<file path="src/rtl/fnd_scan_ctrl.sv">
// fnd_scan_ctrl: N-digit 7-segment scan controller with a serial
// shift-add-3 binary-to-BCD converter, dp, blanking, blink, overflow.
//
// Ports:
//   clk, rst        clock (rising edge), async active-high reset
//   bin_data, load  value to convert, one-cycle strobe (ignored while busy)
//   dp_mask         per-digit decimal point enables (live)
//   blink_mask      per-digit blink enables (live)
//   blank_en        leading-zero blanking enable (live)
//   busy, done      conversion running / one-cycle "digits latched" pulse
//   ovf             latched value >= 10**NUM_DIGITS
//   fnd_data        active-low segments, bit7=dp, bits6:0=g..a
//   fnd_com         active-low digit commons, one-hot-zero
module fnd_scan_ctrl #(
   parameter int NUM_DIGITS = 4,
   parameter int BIN_W      = 14,
   parameter int SCAN_DIV   = 100_000,
   parameter int BLINK_DIV  = 125
) (
   input  logic                  clk,
   input  logic                  rst,
   input  logic [BIN_W-1:0]      bin_data,
   input  logic                  load,
   input  logic [NUM_DIGITS-1:0] dp_mask,
   input  logic [NUM_DIGITS-1:0] blink_mask,
   input  logic                  blank_en,
   output logic                  busy,
   output logic                  done,
   output logic                  ovf,
   output logic [7:0]            fnd_data,
   output logic [NUM_DIGITS-1:0] fnd_com
);

   localparam int BCD_W = NUM_DIGITS * 4;
   localparam int IDX_W = $clog2(NUM_DIGITS);
   localparam int DIV_W = (SCAN_DIV > 1) ? $clog2(SCAN_DIV) : 1;
   localparam int BLK_W = (BLINK_DIV > 1) ? $clog2(BLINK_DIV) : 1;
   localparam int CNT_W = $clog2(BIN_W);
   localparam logic [63:0] LIMIT = 64'(10 ** NUM_DIGITS);

   typedef enum logic [1:0] {S_IDLE, S_CONV, S_DONE} state_t;

   state_t             state, state_nx;
   logic [BIN_W-1:0]   bin_sh;
   logic [BCD_W-1:0]   bcd, bcd_adj, disp;
   logic [CNT_W-1:0]   cnt;
   logic               ovf_pend;
   logic [DIV_W-1:0]   div;
   logic [IDX_W-1:0]   idx;
   logic [BLK_W-1:0]   frame;
   logic               phase_on;
   logic               div_wrap, idx_wrap;

   function automatic logic [7:0] seg7(input logic [3:0] n);
      case (n)
         4'd0:    seg7 = 8'hC0;
         4'd1:    seg7 = 8'hF9;
         4'd2:    seg7 = 8'hA4;
         4'd3:    seg7 = 8'hB0;
         4'd4:    seg7 = 8'h99;
         4'd5:    seg7 = 8'h92;
         4'd6:    seg7 = 8'h82;
         4'd7:    seg7 = 8'hF8;
         4'd8:    seg7 = 8'h80;
         4'd9:    seg7 = 8'h90;
         default: seg7 = 8'hFF;
      endcase
   endfunction

   always_ff @(posedge clk or posedge rst) begin
      if (rst) state <= S_IDLE;
      else     state <= state_nx;
   end

   always_comb begin
      state_nx = state;
      case (state)
         S_IDLE:  if (load) state_nx = S_CONV;
         S_CONV:  if (cnt == CNT_W'(BIN_W - 1)) state_nx = S_DONE;
         S_DONE:  state_nx = S_IDLE;
         default: state_nx = S_IDLE;
      endcase
   end

   assign busy = (state == S_CONV);

   // add-3 correction on every nibble before the shift
   always_comb begin
      bcd_adj = bcd;
      for (int d = 0; d < NUM_DIGITS; d++) begin
         if (bcd[d*4 +: 4] >= 4'd5)
            bcd_adj[d*4 +: 4] = bcd[d*4 +: 4] + 4'd3;
      end
   end

   // display only changes in DONE, so partial results never show
   always_ff @(posedge clk or posedge rst) begin
      if (rst) begin
         bin_sh   <= '0;
         bcd      <= '0;
         cnt      <= '0;
         ovf_pend <= 1'b0;
         disp     <= '0;
         ovf      <= 1'b0;
         done     <= 1'b0;
      end else begin
         done <= 1'b0;
         case (state)
            S_IDLE: if (load) begin
               bin_sh   <= bin_data;
               bcd      <= '0;
               cnt      <= '0;
               ovf_pend <= (64'(bin_data) >= LIMIT);
            end
            S_CONV: begin
               bcd    <= {bcd_adj[BCD_W-2:0], bin_sh[BIN_W-1]};
               bin_sh <= {bin_sh[BIN_W-2:0], 1'b0};
               cnt    <= cnt + CNT_W'(1);
            end
            S_DONE: begin
               disp <= bcd;
               ovf  <= ovf_pend;
               done <= 1'b1;
            end
            default: ;
         endcase
      end
   end

   assign div_wrap = (div == DIV_W'(SCAN_DIV - 1));
   assign idx_wrap = (idx == IDX_W'(NUM_DIGITS - 1));

   always_ff @(posedge clk or posedge rst) begin
      if (rst) begin
         div      <= '0;
         idx      <= '0;
         frame    <= '0;
         phase_on <= 1'b1;
      end else if (div_wrap) begin
         div <= '0;
         idx <= idx_wrap ? '0 : idx + IDX_W'(1);
         if (idx_wrap) begin
            if (frame == BLK_W'(BLINK_DIV - 1)) begin
               frame    <= '0;
               phase_on <= ~phase_on;
            end else begin
               frame <= frame + BLK_W'(1);
            end
         end
      end else begin
         div <= div + DIV_W'(1);
      end
   end

   always_comb begin
      logic [3:0] nib;
      logic       lz, dp_sel, blk_sel;
      nib     = '0;
      lz      = 1'b1;
      dp_sel  = 1'b0;
      blk_sel = 1'b0;
      for (int i = 0; i < NUM_DIGITS; i++) begin
         fnd_com[i] = (idx != IDX_W'(i));
         if (idx == IDX_W'(i)) begin
            nib     = disp[i*4 +: 4];
            dp_sel  = dp_mask[i];
            blk_sel = blink_mask[i];
         end
         // zero from this digit upward means it is a leading zero
         if (IDX_W'(i) >= idx && disp[i*4 +: 4] != 4'd0)
            lz = 1'b0;
      end
      fnd_data = seg7(nib);
      if (ovf)
         fnd_data = 8'hBF;
      else if (blank_en && lz && idx != '0)
         fnd_data = 8'hFF;
      if (dp_sel)
         fnd_data[7] = 1'b0;
      if (!phase_on && blk_sel)
         fnd_data = 8'hFF;
   end

endmodule

</file>
<file path="config.mk">
export PLATFORM = sky130hd
export DESIGN_NAME = fnd_scan_ctrl
export DESIGN_NICKNAME = d
export VERILOG_FILES = /design/src/rtl/fnd_scan_ctrl.sv
export SDC_FILE = /design/constraint.sdc
export NUM_CORES = 1
export LEC_CHECK = 0
export CORE_ASPECT_RATIO = 1.25
export CORE_MARGIN = 2
export CORE_UTILIZATION = 45
export CTS_CLUSTER_DIAMETER = 50
export DETAILED_ROUTE_END_ITERATION = 8
export GPL_TIMING_DRIVEN = 0
export PLACE_DENSITY = 0.71
export SETUP_SLACK_MARGIN = 0.02
export SLEW_MARGIN = 20
export SYNTH_ARGS = -nofsm -noshare
export SYNTH_HDL_FRONTEND = slang
export SYNTH_SLANG_ARGS = --single-unit
</file>
<file path="constraint.sdc">
create_clock -name clk -period 3.07 [get_ports clk]
set_input_delay 0.921 -clock clk [delete_from_list [all_inputs] [get_ports clk]]
set_output_delay 0.921 -clock clk [all_outputs]
set_load 0.02 [all_outputs]
</file>
==> results of run 1 <==
-- state kept, by name, summed over array words and instances, names as in the netlist --
register and count:
phase_on 1, bcd 16, bin_sh 14, ovf 1, state 2, cnt 4, ovf_pend 1, disp 16
done 1, idx 2, div 17, frame 7
-- power by group through the flow --
stage               logic (mW)  registers, mW  clock network (mW)
finish                    1.61           1.66                1.06
global placement          1.38           1.64                   0
global route              1.80           1.71                1.12
detailed placement        1.44           1.66                   0
CTS                       1.51           1.65                1.08
floorplan                 1.06           1.58                   0
-- per-stage QoR --
stage | hold WS [ns] | setup WS (ns)
4_1_cts | 0.486 | -0.193
5_1_grt | 0.510 | -0.321
6_report | 0.487 | -0.222
2_1_floorplan | 0.439 | 0.0422
3_3_place_gp | 0.461 | -1.28
3_5_place_dp | 0.471 | -0.709
-- metal layers --
| metal | up-vias | GRT usage [%] | routed length [microns] |
|---|---|---|---|
| li1 | 1701 | - | - |
| met1 | 1715 | 25.6 | 4300 |
| met2 | 63 | 35.4 | 5120 |
| met3 | 14 | 4.33 | 280 |
| met4 | 0 | 7.17 | 178 |
| met5 | - | 0 | 0 |
-- layout by cell type, fill, tap and decap left out, types with 3 or more instances in the layout --
master,n
inv_1,21
nand2_1,30
o21ai_0,25
and3_1,4
nand3b_1,6
o21ai_1,4
buf_6,10
nor2b_1,6
dlygate4sd2_1,3
a32o_1,4
clkdlybuf4s50_1,29
nand4_1,7
buf_4,24
o22ai_1,13
nand2b_1,6
clkbuf_1,8
a211oi_2,3
clkbuf_16,9
buf_1,3
mux2_2,15
xor2_1,11
inv_2,3
ha_4,4
dfrtp_1,79
nand3_1,22
o31ai_1,9
a211oi_4,3
a21oi_1,12
nor2_4,3
ha_1,14
nor4_1,4
nor3b_2,3
xnor2_1,11
nor2_1,52
-- logic make-up (layout without fill, tap and decap cells) --
group | count (synthesis) | in the layout
flip-flops | 82 | 82
AND/OR/NAND/NOR | 162 | 162
multiplexers | 15 | 15
AO/OA/AOI/OAI | 94 | 94
XOR/XNOR | 22 | 22
buffers and inverters | 44 | 123
adder cells (fa/ha/maj) | 19 | 19
-- worst paths after layout --
path	end	cells after the start
min	div[8]$_DFF_PP0_	1
max	fnd_data[1]	8
max reg2reg	idx[1]$_DFFE_PP0N_	6
min in group asynchronous	div[2]$_DFF_PP0_	2
max in group asynchronous	bcd[3]$_DFFE_PP0P_	3
min reg2reg	div[8]$_DFF_PP0_	1
-- cell type report --
cell class / count / share of cell area [%]
Buffer: 16 / 1.76
Clock buffer: 10 / 4.25
Sequential cell: 82 / 36.6
Timing Repair Buffer: 66 / 11.2
Inverter: 26 / 1.83
Clock inverter: 5 / 0.980
Multi-Input combinational cell: 312 / 40.7
Tap cell: 123 / 2.74
-- timing repair --
action	CTS	global route
buffers inserted	21	3
resized for setup	91	24
gates cloned	1	0
pin swaps	10	10
endpoints found under the setup margin	9	8
==> flow_metrics.env, run 1 <==
export IMPL_layout_drive_gt1_share_pct=22.4
export IMPL_crit_type="reg2out"
export IMPL_nFillCells=753
export IMPL_max_vdd_ir_drop_mv=0.494
export IMPL_crit_chain="ha_4 > buf_8 > nand3b_1 > a221oi_4 > buf_4 > a21oi_1 > o21ai_2 > buf_4"
export IMPL_required_ns=2.15
export IMPL_p_leak_nw=2.39
export IMPL_synth_most_common_cell="dfrtp_1"
export IMPL_timing_reg2reg_setup_slack_ns=0.89
export IMPL_ys_flop_type="dfrtp_1"
export IMPL_crit_family="compound AO/OA/AOI/OAI gates"
export IMPL_synth_mux_area_share_pct=3.94
export IMPL_synth_edff_count=0
export IMPL_nNetsFinal=558
export IMPL_first_iter_violations=243
export IMPL_finalCriticalPeriod_ns=3.29
export IMPL_clockBufferDepth=2
export IMPL_synthSimpleGateAreaFrac_pct=19.0
export IMPL_setup_viol=8
export IMPL_max_freq_mhz=304
export IMPL_vias=3493
export IMPL_min_from="div[8]$_DFF_PP0_"
export IMPL_synth_nets=483
export IMPL_antenna_found_initial=0
export IMPL_multi_input_area_sq_mm=0.00229
export IMPL_io_buffers=40
export IMPL_fin_area_sq_mm=0.00562
export IMPL_via_per_inst=5.46
export IMPL_postRouteAntennaNets=0
export IMPL_grt_total_usage_pct=20.5
export IMPL_synth_top_family_by_area="simple AND/OR/NAND/NOR gates"
export IMPL_clkSinkCount=82
export IMPL_slew_violations=0
export IMPL_critPathSlowestCell="dfrtp_2"
export IMPL_cts_max_level=3
export IMPL_p_comb_share_pct=37.2
export IMPL_clk_latency_ns=0.33
export IMPL_grt_max_degree=46
export IMPL_dpl_cell_area_sq_mm=0.00487
export IMPL_cap_viol_max_count=0
export IMPL_finalNonFillerCells=640
export IMPL_routed_wl_mm=9.88
export IMPL_p_sw_mw=1.57
export IMPL_yosys_top_cells_area="dfrtp_1 47%, ha_1 5.5%, nor2_1 4.9%"
export IMPL_syn_avg_cell_area_sq_um=9.79
export IMPL_wl_per_cell_microns=15.4
export IMPL_cts_tree="built"
export IMPL_internal_power_mw=2.75
export IMPL_start_util_pct=46.5
export IMPL_synth_distinct_cells=54
export IMPL_cp_common_cell="buf_4"
export IMPL_drc=0
export IMPL_finalCritPeriodShare_pct=107
export IMPL_tns_ns=-1.30
export IMPL_end_kind="output port"
export IMPL_ys_seq_area_share_pct=47.9
export IMPL_cts_root_buf="clkbuf_16"
export IMPL_hold_viol=0
export IMPL_grt_pass1_wl_mm=17.2
export IMPL_grt_ovfl_total=0
export IMPL_synth_area_sq_mm=0.00429
export IMPL_syn_inst=438
export IMPL_p_total_mw=4.32
export IMPL_cts_hold_buffers=0
export IMPL_ys_async_sr_fraction_pct=100
export IMPL_p_per_area_mw_per_mm2=768
export IMPL_die_height_microns=113
export IMPL_dp_hpwl_mm=6.50
export IMPL_numCtsBuffers=9
export IMPL_synth_top_cell_by_area="dfrtp_1"
export IMPL_ys_warn_count=0
export IMPL_timing_critical_path_buf_inv=3
export IMPL_rsz0062_at_grt="yes"
export IMPL_seq_power_share_pct=38.3
export IMPL_ys_seq_elements=82
export IMPL_dpl_cell_count=602
export IMPL_min_path_type="reg2reg"
export IMPL_fin_ws_ns=-0.222
export IMPL_finClkSkew_ns=0.00614
export IMPL_ios=41
export IMPL_fp_row_count=39
export IMPL_synth_top_area_share_pct=47.3
export IMPL_crit_path_start="idx[0]$_DFFE_PP0N_"
export IMPL_p_sw_share_pct=36.3
export IMPL_relSlewSlack_pct=57.5
export IMPL_die_w_microns=91.3
export IMPL_status="finished, violations left"
export IMPL_die_area_sq_mm=0.0103
export IMPL_area_growth_pct=31.1
export IMPL_clk_pin_slew_ns=0.06
export IMPL_synth_xor_area_share_pct=4.49
export IMPL_worstReg2RegStart="div[0]$_DFF_PP0_"
export IMPL_synthAdderAreaFrac_pct=5.54
export IMPL_dr_pass1_iters=4
export IMPL_synth_common_cells="81 x dfrtp_1, 56 x nor2_1, 31 x nand2_1, 30 x o21ai_0, 26 x inv_1"
export IMPL_violations="negative setup slack"
export IMPL_post_route_util_pct=60.9
export IMPL_worstSetupStartpointType="flip-flop"
export IMPL_place_congestion=0.818
export IMPL_clkPwrFrac_pct=24.5
export IMPL_crit_path_max_incr_delay_ns=0.48
export IMPL_cp_arrival_ns=2.37
export IMPL_seq_area_sq_mm=0.00206
export IMPL_synth_compound_area_share_pct=15.0
export IMPL_max_slew_worst_pin_slew_ns=0.632
export IMPL_core_area_sq_mm=0.00922
export IMPL_grt_pass1_vias=3599
export IMPL_critPathMaxFanout=7
export IMPL_antennaDiodeCount=0
No activity file was read; power rests on OpenSTA's default activity.
==> inputs of run 2 (changes only) <==
ABC_CLOCK_PERIOD_IN_PS = 3070   (was not set)
==> results of run 2 <==
Final layout, timing and power as in run 1 (identical DEF).
